## src/rtl/reg_access_pkg.sv

```systemverilog
// Shared constants and types for the master-side register-access initiator.
// State encodings stay as plain 3-bit localparams so legacy code can use them.
package reg_access_pkg;

    localparam int DATA_W       = 32;
    localparam int REG_NUM_BITS = 4;

    // Number of cycles between the read strobe and a valid readback word.
    localparam int RDBK_LAT   = 1;
    localparam int WAIT_CNT_W = (RDBK_LAT > 1) ? $clog2(RDBK_LAT) : 1;

    localparam logic [2:0] ST_IDLE   = 3'd0;
    localparam logic [2:0] ST_LOAD   = 3'd1;
    localparam logic [2:0] ST_CHECK  = 3'd2;
    localparam logic [2:0] ST_ACCESS = 3'd3;
    localparam logic [2:0] ST_WAIT   = 3'd4;
    localparam logic [2:0] ST_RESP   = 3'd5;

    typedef struct packed {
        logic              write;
        logic [DATA_W-1:0] addr;
        logic [DATA_W-1:0] wdata;
    } req_t;

endpackage

```

## src/rtl/reg_access_master_if.sv

```systemverilog
// Request/response handshake plus the shared bus toward the register block.
// The master modport is the initiator; the slave modport is its environment.
interface reg_access_master_if;
    import reg_access_pkg::*;

    logic              req_valid;
    logic              req_ready;
    logic              req_write;
    logic [DATA_W-1:0] req_addr;
    logic [DATA_W-1:0] req_wdata;

    logic              rsp_valid;
    logic              rsp_ready;
    logic [DATA_W-1:0] rsp_rdata;
    logic              rsp_error;

    logic [DATA_W-1:0] reg_data_out;
    logic [DATA_W-1:0] reg_data_in;
    logic              reg_num_le;
    logic              reg_wr_en;
    logic              reg_rd_en;
    logic              reg_illegal;

    modport master (
        input  req_valid, req_write, req_addr, req_wdata,
        input  rsp_ready, reg_data_in, reg_illegal,
        output req_ready, rsp_valid, rsp_rdata, rsp_error,
        output reg_data_out, reg_num_le, reg_wr_en, reg_rd_en
    );

    modport slave (
        output req_valid, req_write, req_addr, req_wdata,
        output rsp_ready, reg_data_in, reg_illegal,
        input  req_ready, rsp_valid, rsp_rdata, rsp_error,
        input  reg_data_out, reg_num_le, reg_wr_en, reg_rd_en
    );

endinterface

```

## src/rtl/reg_access_master.sv

```systemverilog
// Sequences address load, legality check, one-cycle write/read strobe and
// readback capture for each register request; every output is a flop.
module reg_access_master
    import reg_access_pkg::*;
#(
    parameter bit ADDR_CACHE = 1'b1
) (
    input  logic                clk,
    input  logic                reset,
    reg_access_master_if.master bus
);

    logic [2:0]            state_q, state_d;
    req_t                  req_q, req_d;
    logic                  cache_valid_q, cache_valid_d;
    logic [DATA_W-1:0]     cache_addr_q, cache_addr_d;
    logic [WAIT_CNT_W-1:0] wait_cnt_q, wait_cnt_d;

    logic                  req_ready_q, req_ready_d;
    logic                  rsp_valid_q, rsp_valid_d;
    logic                  rsp_error_q, rsp_error_d;
    logic [DATA_W-1:0]     rsp_rdata_q, rsp_rdata_d;
    logic [DATA_W-1:0]     reg_data_out_q, reg_data_out_d;
    logic                  reg_num_le_q, reg_num_le_d;
    logic                  reg_wr_en_q, reg_wr_en_d;
    logic                  reg_rd_en_q, reg_rd_en_d;

    logic req_fire;
    logic rsp_fire;
    logic cache_hit;

    assign req_fire  = bus.req_valid && req_ready_q;
    assign rsp_fire  = rsp_valid_q && bus.rsp_ready;
    // Only numbers that passed the legality check are ever cached.
    assign cache_hit = ADDR_CACHE && cache_valid_q && (bus.req_addr == cache_addr_q);

    always_comb begin
        // NOTE: every signal gets a default first so no path infers a latch.
        state_d       = state_q;
        req_d         = req_q;
        cache_valid_d = cache_valid_q;
        cache_addr_d  = cache_addr_q;
        wait_cnt_d    = wait_cnt_q;
        rsp_error_d   = rsp_error_q;
        rsp_rdata_d   = rsp_rdata_q;

        case (state_q)
            ST_IDLE: begin
                if (req_fire) begin
                    req_d.write = bus.req_write;
                    req_d.addr  = bus.req_addr;
                    req_d.wdata = bus.req_wdata;
                    state_d     = cache_hit ? ST_ACCESS : ST_LOAD;
                end
            end
            ST_LOAD: begin
                state_d = ST_CHECK;
            end
            ST_CHECK: begin
                if (bus.reg_illegal) begin
                    cache_valid_d = 1'b0;
                    rsp_error_d   = 1'b1;
                    state_d       = ST_RESP;
                end else begin
                    cache_valid_d = 1'b1;
                    cache_addr_d  = req_q.addr;
                    state_d       = ST_ACCESS;
                end
            end
            ST_ACCESS: begin
                if (req_q.write) begin
                    state_d = ST_RESP;
                end else begin
                    wait_cnt_d = WAIT_CNT_W'(RDBK_LAT - 1);
                    state_d    = ST_WAIT;
                end
            end
            ST_WAIT: begin
                if (wait_cnt_q == '0) begin
                    rsp_rdata_d = bus.reg_data_in;
                    state_d     = ST_RESP;
                end else begin
                    wait_cnt_d = wait_cnt_q - WAIT_CNT_W'(1);
                end
            end
            ST_RESP: begin
                if (rsp_fire) begin
                    rsp_error_d = 1'b0;
                    rsp_rdata_d = '0;
                    state_d     = ST_IDLE;
                end
            end
            default: begin
                state_d = ST_IDLE;
            end
        endcase
    end

    // Outputs are decoded from the next state so they are valid the same
    // cycle the state register enters that state.
    always_comb begin
        req_ready_d    = (state_d == ST_IDLE);
        rsp_valid_d    = (state_d == ST_RESP);
        reg_num_le_d   = (state_d == ST_LOAD);
        reg_wr_en_d    = (state_d == ST_ACCESS) &&  req_d.write;
        reg_rd_en_d    = (state_d == ST_ACCESS) && !req_d.write;
        reg_data_out_d = reg_data_out_q;
        if (state_d == ST_LOAD) begin
            reg_data_out_d = req_d.addr;
        end else if (state_d == ST_ACCESS) begin
            reg_data_out_d = req_d.wdata;
        end
    end

    always_ff @(posedge clk) begin
        // NOTE: state is updated with non-blocking assignments so every flop
        // samples the pre-edge value regardless of statement order.
        if (reset) begin
            state_q        <= ST_IDLE;
            cache_valid_q  <= 1'b0;
            wait_cnt_q     <= '0;
            req_ready_q    <= 1'b0;
            rsp_valid_q    <= 1'b0;
            rsp_error_q    <= 1'b0;
            rsp_rdata_q    <= '0;
            reg_data_out_q <= '0;
            reg_num_le_q   <= 1'b0;
            reg_wr_en_q    <= 1'b0;
            reg_rd_en_q    <= 1'b0;
        end else begin
            state_q        <= state_d;
            cache_valid_q  <= cache_valid_d;
            wait_cnt_q     <= wait_cnt_d;
            req_ready_q    <= req_ready_d;
            rsp_valid_q    <= rsp_valid_d;
            rsp_error_q    <= rsp_error_d;
            rsp_rdata_q    <= rsp_rdata_d;
            reg_data_out_q <= reg_data_out_d;
            reg_num_le_q   <= reg_num_le_d;
            reg_wr_en_q    <= reg_wr_en_d;
            reg_rd_en_q    <= reg_rd_en_d;
        end
    end

    // NOTE: payload registers carry no reset; they are only consumed while
    // the state or cache_valid_q says they hold something meaningful.
    always_ff @(posedge clk) begin
        req_q        <= req_d;
        cache_addr_q <= cache_addr_d;
    end

    assign bus.req_ready    = req_ready_q;
    assign bus.rsp_valid    = rsp_valid_q;
    assign bus.rsp_error    = rsp_error_q;
    assign bus.rsp_rdata    = rsp_rdata_q;
    assign bus.reg_data_out = reg_data_out_q;
    assign bus.reg_num_le   = reg_num_le_q;
    assign bus.reg_wr_en    = reg_wr_en_q;
    assign bus.reg_rd_en    = reg_rd_en_q;

endmodule

```

## src/flat_wrapper.sv

```systemverilog
// flat-port wrapper written by rule: the top's interface ports become plain ports
module reg_access_master_flat import reg_access_pkg::*;
#(
    parameter bit ADDR_CACHE = 1'b1
)
  (clk, reset, bus_req_valid, bus_req_write, bus_req_addr, bus_req_wdata, bus_rsp_ready, bus_reg_data_in, bus_reg_illegal, bus_req_ready, bus_rsp_valid, bus_rsp_rdata, bus_rsp_error, bus_reg_data_out, bus_reg_num_le, bus_reg_wr_en, bus_reg_rd_en);
  reg_access_master_if bus_i ();
  input  logic clk;
  input  logic reset;
  input wire logic [$bits(bus_i.req_valid)-1:0] bus_req_valid;
  input wire logic [$bits(bus_i.req_write)-1:0] bus_req_write;
  input wire logic [$bits(bus_i.req_addr)-1:0] bus_req_addr;
  input wire logic [$bits(bus_i.req_wdata)-1:0] bus_req_wdata;
  input wire logic [$bits(bus_i.rsp_ready)-1:0] bus_rsp_ready;
  input wire logic [$bits(bus_i.reg_data_in)-1:0] bus_reg_data_in;
  input wire logic [$bits(bus_i.reg_illegal)-1:0] bus_reg_illegal;
  output wire logic [$bits(bus_i.req_ready)-1:0] bus_req_ready;
  output wire logic [$bits(bus_i.rsp_valid)-1:0] bus_rsp_valid;
  output wire logic [$bits(bus_i.rsp_rdata)-1:0] bus_rsp_rdata;
  output wire logic [$bits(bus_i.rsp_error)-1:0] bus_rsp_error;
  output wire logic [$bits(bus_i.reg_data_out)-1:0] bus_reg_data_out;
  output wire logic [$bits(bus_i.reg_num_le)-1:0] bus_reg_num_le;
  output wire logic [$bits(bus_i.reg_wr_en)-1:0] bus_reg_wr_en;
  output wire logic [$bits(bus_i.reg_rd_en)-1:0] bus_reg_rd_en;
  assign bus_i.req_valid = bus_req_valid;
  assign bus_i.req_write = bus_req_write;
  assign bus_i.req_addr = bus_req_addr;
  assign bus_i.req_wdata = bus_req_wdata;
  assign bus_i.rsp_ready = bus_rsp_ready;
  assign bus_i.reg_data_in = bus_reg_data_in;
  assign bus_i.reg_illegal = bus_reg_illegal;
  assign bus_req_ready = bus_i.req_ready;
  assign bus_rsp_valid = bus_i.rsp_valid;
  assign bus_rsp_rdata = bus_i.rsp_rdata;
  assign bus_rsp_error = bus_i.rsp_error;
  assign bus_reg_data_out = bus_i.reg_data_out;
  assign bus_reg_num_le = bus_i.reg_num_le;
  assign bus_reg_wr_en = bus_i.reg_wr_en;
  assign bus_reg_rd_en = bus_i.reg_rd_en;
  reg_access_master #(.ADDR_CACHE(ADDR_CACHE)) u_core (.clk(clk), .reset(reset), .bus(bus_i));
endmodule
```

## config.mk

```make
export PLATFORM = sky130hd
export DESIGN_NAME = reg_access_master_flat
export DESIGN_NICKNAME = d
export VERILOG_FILES = /design/src/rtl/reg_access_pkg.sv /design/src/rtl/reg_access_master_if.sv /design/src/rtl/reg_access_master.sv /design/src/flat_wrapper.sv
export SDC_FILE = /design/constraint.sdc
export NUM_CORES = 1
export LEC_CHECK = 0
export BUFFER_PORTS_ARGS = -buffer_cell sky130_fd_sc_hd__clkbuf_2
export CORE_MARGIN = 1.5
export CORE_UTILIZATION = 26
export CTS_CLUSTER_DIAMETER = 120
export DETAILED_ROUTE_END_ITERATION = 10
export RECOVER_POWER = 100
export SLEW_MARGIN = 20
export SYNTH_ARGS = -nofsm -noshare
export SYNTH_HDL_FRONTEND = slang
export SYNTH_SLANG_ARGS = --single-unit
export TNS_END_PERCENT = 20
```

## constraint.sdc

```tcl
create_clock -name clk -period 3.9 [get_ports clk]
set_clock_uncertainty 0.15 [all_clocks]
set_input_delay 0.39 -clock clk [delete_from_list [all_inputs] [get_ports clk]]
set_output_delay 0.39 -clock clk [all_outputs]
set_load 0.03 [all_outputs]
```

==> out/metrics.csv, run 1 <==
stage,metric,value,unit
run_status,run_status,"complete, but fails checks",
run_status,violations,"capacitance limit, slew limit",
finish,area_delta_synth_final,24.1,%
die,start_util,0.264,
cts,htree_num_levels,4,
sta,post-route-min-period,3.33,ns
route,drt_wl_total,17100,um
global_route,initial_antenna_violation_count,0,
cts,cts_bufs_inserted,17,
cts,ctsLongestPathBuffers,2,
placed_design,detailedPlacementHpwl,11900,um
finish,nFillCells,2659,
critical_path,timing.critical_path.from,u_core.cache_addr_q[23],
critical_path,crit_path_cell_trace,"xor2_1, nor4_1, nand2_1, or4_1, clkbuf_1, or3_1, o221ai_1",
synth,synth.net_count,686,
synth,synth_ff_type,sky130_fd_sc_hd__dfxtp_1,
synth,synthCells,584,
power,vdd_drop_max,0.242,mV
sta,unrepaired_setup_endpoints_after_global_routing,no,
sta,fmax,0.300,GHz
synth,synth_edf_count,32,
sta,final-max-slew-violation-count,33,
power,pwr_density_cell,705,nW/um^2
die,rows,58,
worst_hold_path,hp-class,primary input to register,
sta,tightestPinTransition,2.08,ns
cts,worst_setup_hold_path_clk_slew,0.07,ns
synth,synth_async_sr_flop_share,0,
route,drc_errors_left,0,
critical_path,critPathRequiredTime,4.08,ns
cts,number_of_sinks_driven_by_the_clock_tree,171,
route,route.vias.total,4829,
route,drt_pre_antenna_iters,5,
synth,synth_xor_xnor_area_share,0.0422,
sta,setup_viol,0,
finish,layout_nets,848,
critical_path,category_of_the_critical_setup_timing_path,register to register,
cts,cts.hold.buffers_added,0,
critical_path,critical_path.reg2reg.startpoint,u_core.cache_addr_q[23],
global_route,grt_first_pass_wirelength,26500,um
synth,synthesis.area,6630,sq um
finish,register_area,3740,sq um
synth,yosysWarnings,0,
route,dr.first_iter.drc_count,318,
critical_path,critical_path.startpoint_type,register,
finish,most_frequent_standard_cell_in_the_layout_excluding_fill_and_tap_cells,sky130_fd_sc_hd__dfxtp_1,
sta,final-hold-violation-count,0,
route,via_per_inst,4.43,
die,die_area,26500,sq um
critical_path,crit_path_top_delay_cell,sky130_fd_sc_hd__or3_1,
placed_design,port_buffers,171,
critical_path,crit_arrival,3.51,ns
sta,holdWs,0.0484,ns
sta,post-route-period-util,0.855,
synth,post_synth_and_or_nand_nor_area_fraction,0.0828,
finish,share_of_final_layout_standard_cells_stronger_than_drive_strength_1,0.212,
synth,synth_fa_ha_area_frac,0,
synth,largest_family_of_logic_cells_by_synthesized_area,compound AO/OA/AOI/OAI gates,
critical_path,path_max_fanout,16,
synth,synth.mux.area_fraction,0.103,
die,floorplan.io_pins,172,
global_route,grt_use_total,0.132,
worst_hold_path,hold_path_startpoint,bus_req_wdata[5],
cts,insertion_delay,0.42,ns
cts,postCtsSetupRepairBufs,0,
global_route,grt_start_max_net_pins,41,
synth,synth_area_per_cell,11.4,sq um
sta,fin_tns_setup,0,ns
finish,most-common-layout-cells,"sky130_fd_sc_hd__dfxtp_1, sky130_fd_sc_hd__clkbuf_2, sky130_fd_sc_hd__clkbuf_1",
cts,cts-resized-gates,0,
finish,num_antenna_cells,0,
global_route,overflow,0,
route,route.detailed.wl_per_inst,15.7,um
cts,cts_tree,built,
synth,synth_cell_type_count,41,
placed_design,final_replace_weighted_congestion,0.714,
synth,synth-seq-cells,171,
synth,synthesized_area_fraction_occupied_by_ao_oa_aoi_and_oai_cells,0.145,
power,cellLeakagePower,0.00325,uW
sta,timing.slew.headroom,-0.384,
die,fp.dieW,163,um
die,coreArea,25100,sq um
job,timing.max_cap.violations,1,
critical_path,critical-path-max-stage-delay,0.70,ns
critical_path,worst_setup_path_end_kind,register,
cts,root_buffer_cell,sky130_fd_sc_hd__clkbuf_16,
global_route,via_count_of_the_first_global_routing_pass,4844,
route,detail-route-antenna-nets,0,
die,dieHeight,163,um
synth,portion_of_the_post_synthesis_area_used_by_sequential_elements,0.564,
finish,multi_input_area,2440,sq um
## stage by stage
stage / instances / util / worst slack, ns / total power (uW) / area (sq um)
4_1_cts: 1089 / 0.334 / 0.745 / 5960 / 8390
5_1_grt: 1089 / 0.328 / 0.362 / 6140 / 8230
3_5_place_dp: 1057 / 0.310 / 0.673 / 4180 / 7790
2_1_floorplan: 584 / - / 0.484 / 3700 / 6630
3_3_place_gp: 1057 / 0.310 / 0.745 / 4130 / 7790
6_report: 1089 / 0.328 / 0.566 / 5800 / 8230
## where the power goes
part	total (uW)	switching, uW	leakage (uW)	internal (uW)
clock network	1770	746	0.000296	1020
logic	1460	902	0.00151	559
registers	2570	215	0.00144	2360
## kinds of logic (layout without fill, tap and decap cells)
family                    after synthesis  count (layout)
and+or+nand+nor                       109             109
buffers and inverters                  85             260
xor gates and xnor gates               32              32
muxes                                  66              66
AOI/OAI and AO/OA                     121             121
DFF                                   171             171
## critical path: cells and delay by family (launching register included)
family          cells  cell delay, ns
compound gates      1            0.31
xor+xnor            1            0.18
buf+inv             1            0.34
flops               1            0.38
simple gates        4            1.88
## registers in the layout (all words and copies together), names as in the netlist, 3 cells and up
| register | cells |
|---|---|
| u_core.state_q | 3 |
| u_core.req_q | 65 |
| u_core.bus.reg_data_out | 32 |
| u_core.bus.rsp_rdata | 32 |
| u_core.cache_addr_q | 32 |
## synthesized netlist by cell type (2+ instances only)
library cell                      n  area share
sky130_fd_sc_hd__nor4_1           5      0.0047
sky130_fd_sc_hd__clkbuf_1        19       0.011
sky130_fd_sc_hd__mux2i_1         48       0.072
sky130_fd_sc_hd__o22a_2           5      0.0075
sky130_fd_sc_hd__dlygate4sd1_1    2      0.0026
sky130_fd_sc_hd__edfxtp_1        32        0.14
sky130_fd_sc_hd__o221ai_1         5      0.0066
sky130_fd_sc_hd__nor2b_1         22       0.021
sky130_fd_sc_hd__a22oi_1         64       0.072
sky130_fd_sc_hd__nor4_2           2      0.0038
sky130_fd_sc_hd__a21oi_1          2      0.0015
sky130_fd_sc_hd__nor2_1          54       0.031
sky130_fd_sc_hd__o22a_1          11       0.015
sky130_fd_sc_hd__nand2_1          7      0.0040
sky130_fd_sc_hd__buf_2            5      0.0038
sky130_fd_sc_hd__dfxtp_1        139        0.42
sky130_fd_sc_hd__xor2_1          27       0.036
sky130_fd_sc_hd__o21ai_0         21       0.016
sky130_fd_sc_hd__nand3_1          3      0.0023
sky130_fd_sc_hd__buf_6            6       0.010
sky130_fd_sc_hd__buf_4            3      0.0034
sky130_fd_sc_hd__nor3_1           3      0.0023
sky130_fd_sc_hd__inv_1           48       0.027
sky130_fd_sc_hd__mux2_2          18       0.031
sky130_fd_sc_hd__xnor2_1          5      0.0066
sky130_fd_sc_hd__o221ai_2        10       0.023
sky130_fd_sc_hd__nand2b_1         3      0.0028
sky130_fd_sc_hd__a21o_1           2      0.0023
## final timing paths
check	endpoint	slack, ns	cells past startpoint
worst max register to register	u_core.bus.reg_data_out[18]	0.57	7
worst min-delay path	u_core.req_q[5]	0.05	3
worst min register to register	u_core.cache_addr_q[23]	0.27	0
worst max-delay path	u_core.bus.reg_data_out[18]	0.57	7
## per-layer routing
metal  up-vias  track usage  routed length [um]
li1       2390            -                   -
met1      2286        0.167                7930
met2       140        0.210                7760
met3        13       0.0451                1120
met4         0       0.0417                 300
met5         -            0                   0
## layout make-up
cell class	count	area share
repair buffers	180	0.105
flip-flops and latches	171	0.455
inverters	48	0.0219
clock inverters	13	0.0199
clock buffers	19	0.0526
multi-input cells	328	0.296
well taps	330	0.0502
Power figures use the tool's default switching activity.
==> run 2: changes to the inputs <==
Settings changed: CORE_UTILIZATION 26 to 53, PLACE_DENSITY set to 0.8.
==> run 2 against run 1 <==
Compared with the run above:
- the flow still finishes with violations (capacitance limit, slew limit)
- flip-flop and latch count unchanged
- die area decreased by 50%
- sequential power about the same
- register-to-register slack better by 0.16 ns
- largest cell class unchanged
- largest power group unchanged
==> out/metrics.csv, run 2 (synthesis results as in run 1) <==
stage,metric,value,unit,change
run_status,run_status,"complete, but fails checks",,
run_status,violations,"capacitance limit, slew limit",,
die,coreArea,12100,sq um,-52%
die,fp.dieW,115,um,-29%
cts,postCtsSetupRepairBufs,0,,unchanged
sta,post-route-period-util,0.815,,-0.0401
sta,timing.slew.headroom,-0.250,,+0.134
power,vdd_drop_max,0.419,mV,+73%
die,die_area,13200,sq um,-50%
sta,layout_setup_ws,0.723,ns,+0.156 ns
finish,most_frequent_standard_cell_in_the_layout_excluding_fill_and_tap_cells,sky130_fd_sc_hd__dfxtp_1,,
cts,htree_num_levels,4,,unchanged
cts,cts.hold.buffers_added,0,,unchanged
finish,num_antenna_cells,0,,unchanged
worst_hold_path,hp-class,primary input to register,,
critical_path,path_max_fanout,16,,unchanged
placed_design,preCtsSetupSlack,0.689,ns,+0.0163 ns
die,start_util,0.548,,+0.284
global_route,grt_first_pass_wirelength,23700,um,-11%
power,cellLeakagePower,0.00321,uW,-1.1%
placed_design,detailedPlacementHpwl,10600,um,-11%
cts,insertion_delay,0.42,ns,about the same
placed_design,port_buffers,171,,unchanged
critical_path,critical_path.startpoint_type,register,,
sta,final-max-slew-violation-count,33,,unchanged
die,dieHeight,115,um,-29%
finish,top_register,u_core.req_q,,
route,detail-route-antenna-nets,0,,unchanged
sta,post-route-min-period,3.18,ns,-0.156 ns
power,pwr_density_cell,704,nW/um^2,about the same
global_route,grt_use_met2,0.378,,+0.168
finish,share_of_final_layout_standard_cells_stronger_than_drive_strength_1,0.221,,+0.00849
route,route.detailed.wl_per_inst,16.0,um,+2.0%
critical_path,critPathRequiredTime,4.08,ns,about the same
route,drt_wl_total,14800,um,-13%
global_route,met3_usage,0.0501,,+0.00501
route,via_per_inst,5.32,,+20%
critical_path,worst_setup_path_end_kind,register,,
cts,worst_setup_hold_path_clk_slew,0.06,ns,about the same
die,floorplan.io_pins,172,,unchanged
global_route,initial_antenna_violation_count,0,,unchanged
job,timing.max_cap.violations,1,,unchanged
sta,setup_viol,0,,unchanged
die,rows,40,,-31%
route,route.vias.total,4919,,+1.9%
finish,area_delta_synth_final,20.4,%,
finish,layout_nets,846,,-0.24%
finish,largest_register_ffs,65,,unchanged
finish,most-common-layout-cells,"sky130_fd_sc_hd__dfxtp_1, sky130_fd_sc_hd__clkbuf_2, sky130_fd_sc_hd__clkbuf_1",,
route,dr.first_iter.drc_count,273,,-14%
sta,fin_tns_setup,0,ns,unchanged
global_route,grt_busiest_layer,met2,,
cts,ctsLongestPathBuffers,2,,unchanged
cts,number_of_sinks_driven_by_the_clock_tree,171,,unchanged
power,power,5620,uW,-3.1%
cts,cts-resized-gates,0,,unchanged
global_route,via_count_of_the_first_global_routing_pass,4837,,-0.14%
global_route,grt_use_met1,0.302,,+0.135
cts,cts_tree,built,,
cts,cts_bufs_inserted,17,,unchanged
global_route,overflow,0,,unchanged
sta,tightestPinTransition,1.88,ns,-0.201 ns
global_route,grt_start_max_net_pins,36,,-12%
sta,unrepaired_setup_endpoints_after_global_routing,no,,
critical_path,crit_arrival,3.36,ns,-0.15 ns
sta,final-hold-violation-count,0,,unchanged
route,drt_pre_antenna_iters,4,,-1
global_route,grt_use_total,0.233,,+0.101
critical_path,category_of_the_critical_setup_timing_path,register to register,,
cts,root_buffer_cell,sky130_fd_sc_hd__clkbuf_16,,
placed_design,final_replace_weighted_congestion,0.768,,+7.6%
route,drc_errors_left,0,,unchanged
sta,fmax,0.315,GHz,+4.9%
[run 2: changes by cell type in the layout (fill, tap and decap cells not counted), sizes merged]
cell,previous run,this run
clkinvlp,0,1
clkbuf,193,199
inv,54,50
bufinv,3,0
buf,6,5
clkinv,4,3
[run 2: per-stage QoR]
stage | instances | instance area, sq um | hold slack, ns | util
floorplan | 584 | 6630 | 0.254 | -
global placement | 893 | 7550 | 0.255 | 0.623
detailed placement | 893 | 7550 | 0.264 | 0.623
CTS | 925 | 8100 | 0.0306 | 0.668
global route | 925 | 7990 | 0.0479 | 0.659
finish | 925 | 7990 | 0.0408 | 0.659
[run 2: cell type report]
type / count / area [sq um]
clock buffers: 26 / 512
clock inverters: 6 / 35.0
fillers: 998 / 4130
inverters: 48 / 180
multi-input cells: 328 / 2480
flip-flops and latches: 171 / 3740
well taps: 168 / 210
repair buffers: 178 / 826
[run 2: where the power goes]
part           switching (uW)  total (uW)  internal [uW]  leakage [uW]
sequential                224        2590           2360       0.00144
clock                     646        1550            905      0.000269
combinational             923        1490            563       0.00150
total                    1790        5620           3830       0.00321
[run 2: path summary, 6_finish.rpt]
check | startpoint | end | slack [ns] | cells after the start
setup / recovery | u_core.state_q[0] | u_core.bus.reg_data_out[1] | 0.72 | 5
hold reg to reg | u_core.req_q[36] | u_core.cache_addr_q[4] | 0.28 | 0
hold / removal | bus_req_wdata[12] | u_core.req_q[12] | 0.04 | 3
setup reg to reg | u_core.state_q[0] | u_core.bus.reg_data_out[1] | 0.72 | 5
[run 2: per-layer routing]
layer | wire length (um) | vias up | part of all wire
li1 | - | 2387 | -
met1 | 6590 | 2328 | 0.44
met2 | 7050 | 178 | 0.48
met3 | 832 | 26 | 0.056
met4 | 361 | 0 | 0.024
met5 | 0 | - | 0
[run 2: critical path, cell delays in order, from the launching register on]
cell and delay, ns:
sky130_fd_sc_hd__dfxtp_1 0.43, sky130_fd_sc_hd__nor4bb_1 0.44, sky130_fd_sc_hd__nand4b_1 0.20, sky130_fd_sc_hd__or4_1 0.81, sky130_fd_sc_hd__or3_1 0.73, sky130_fd_sc_hd__o221ai_1 0.32
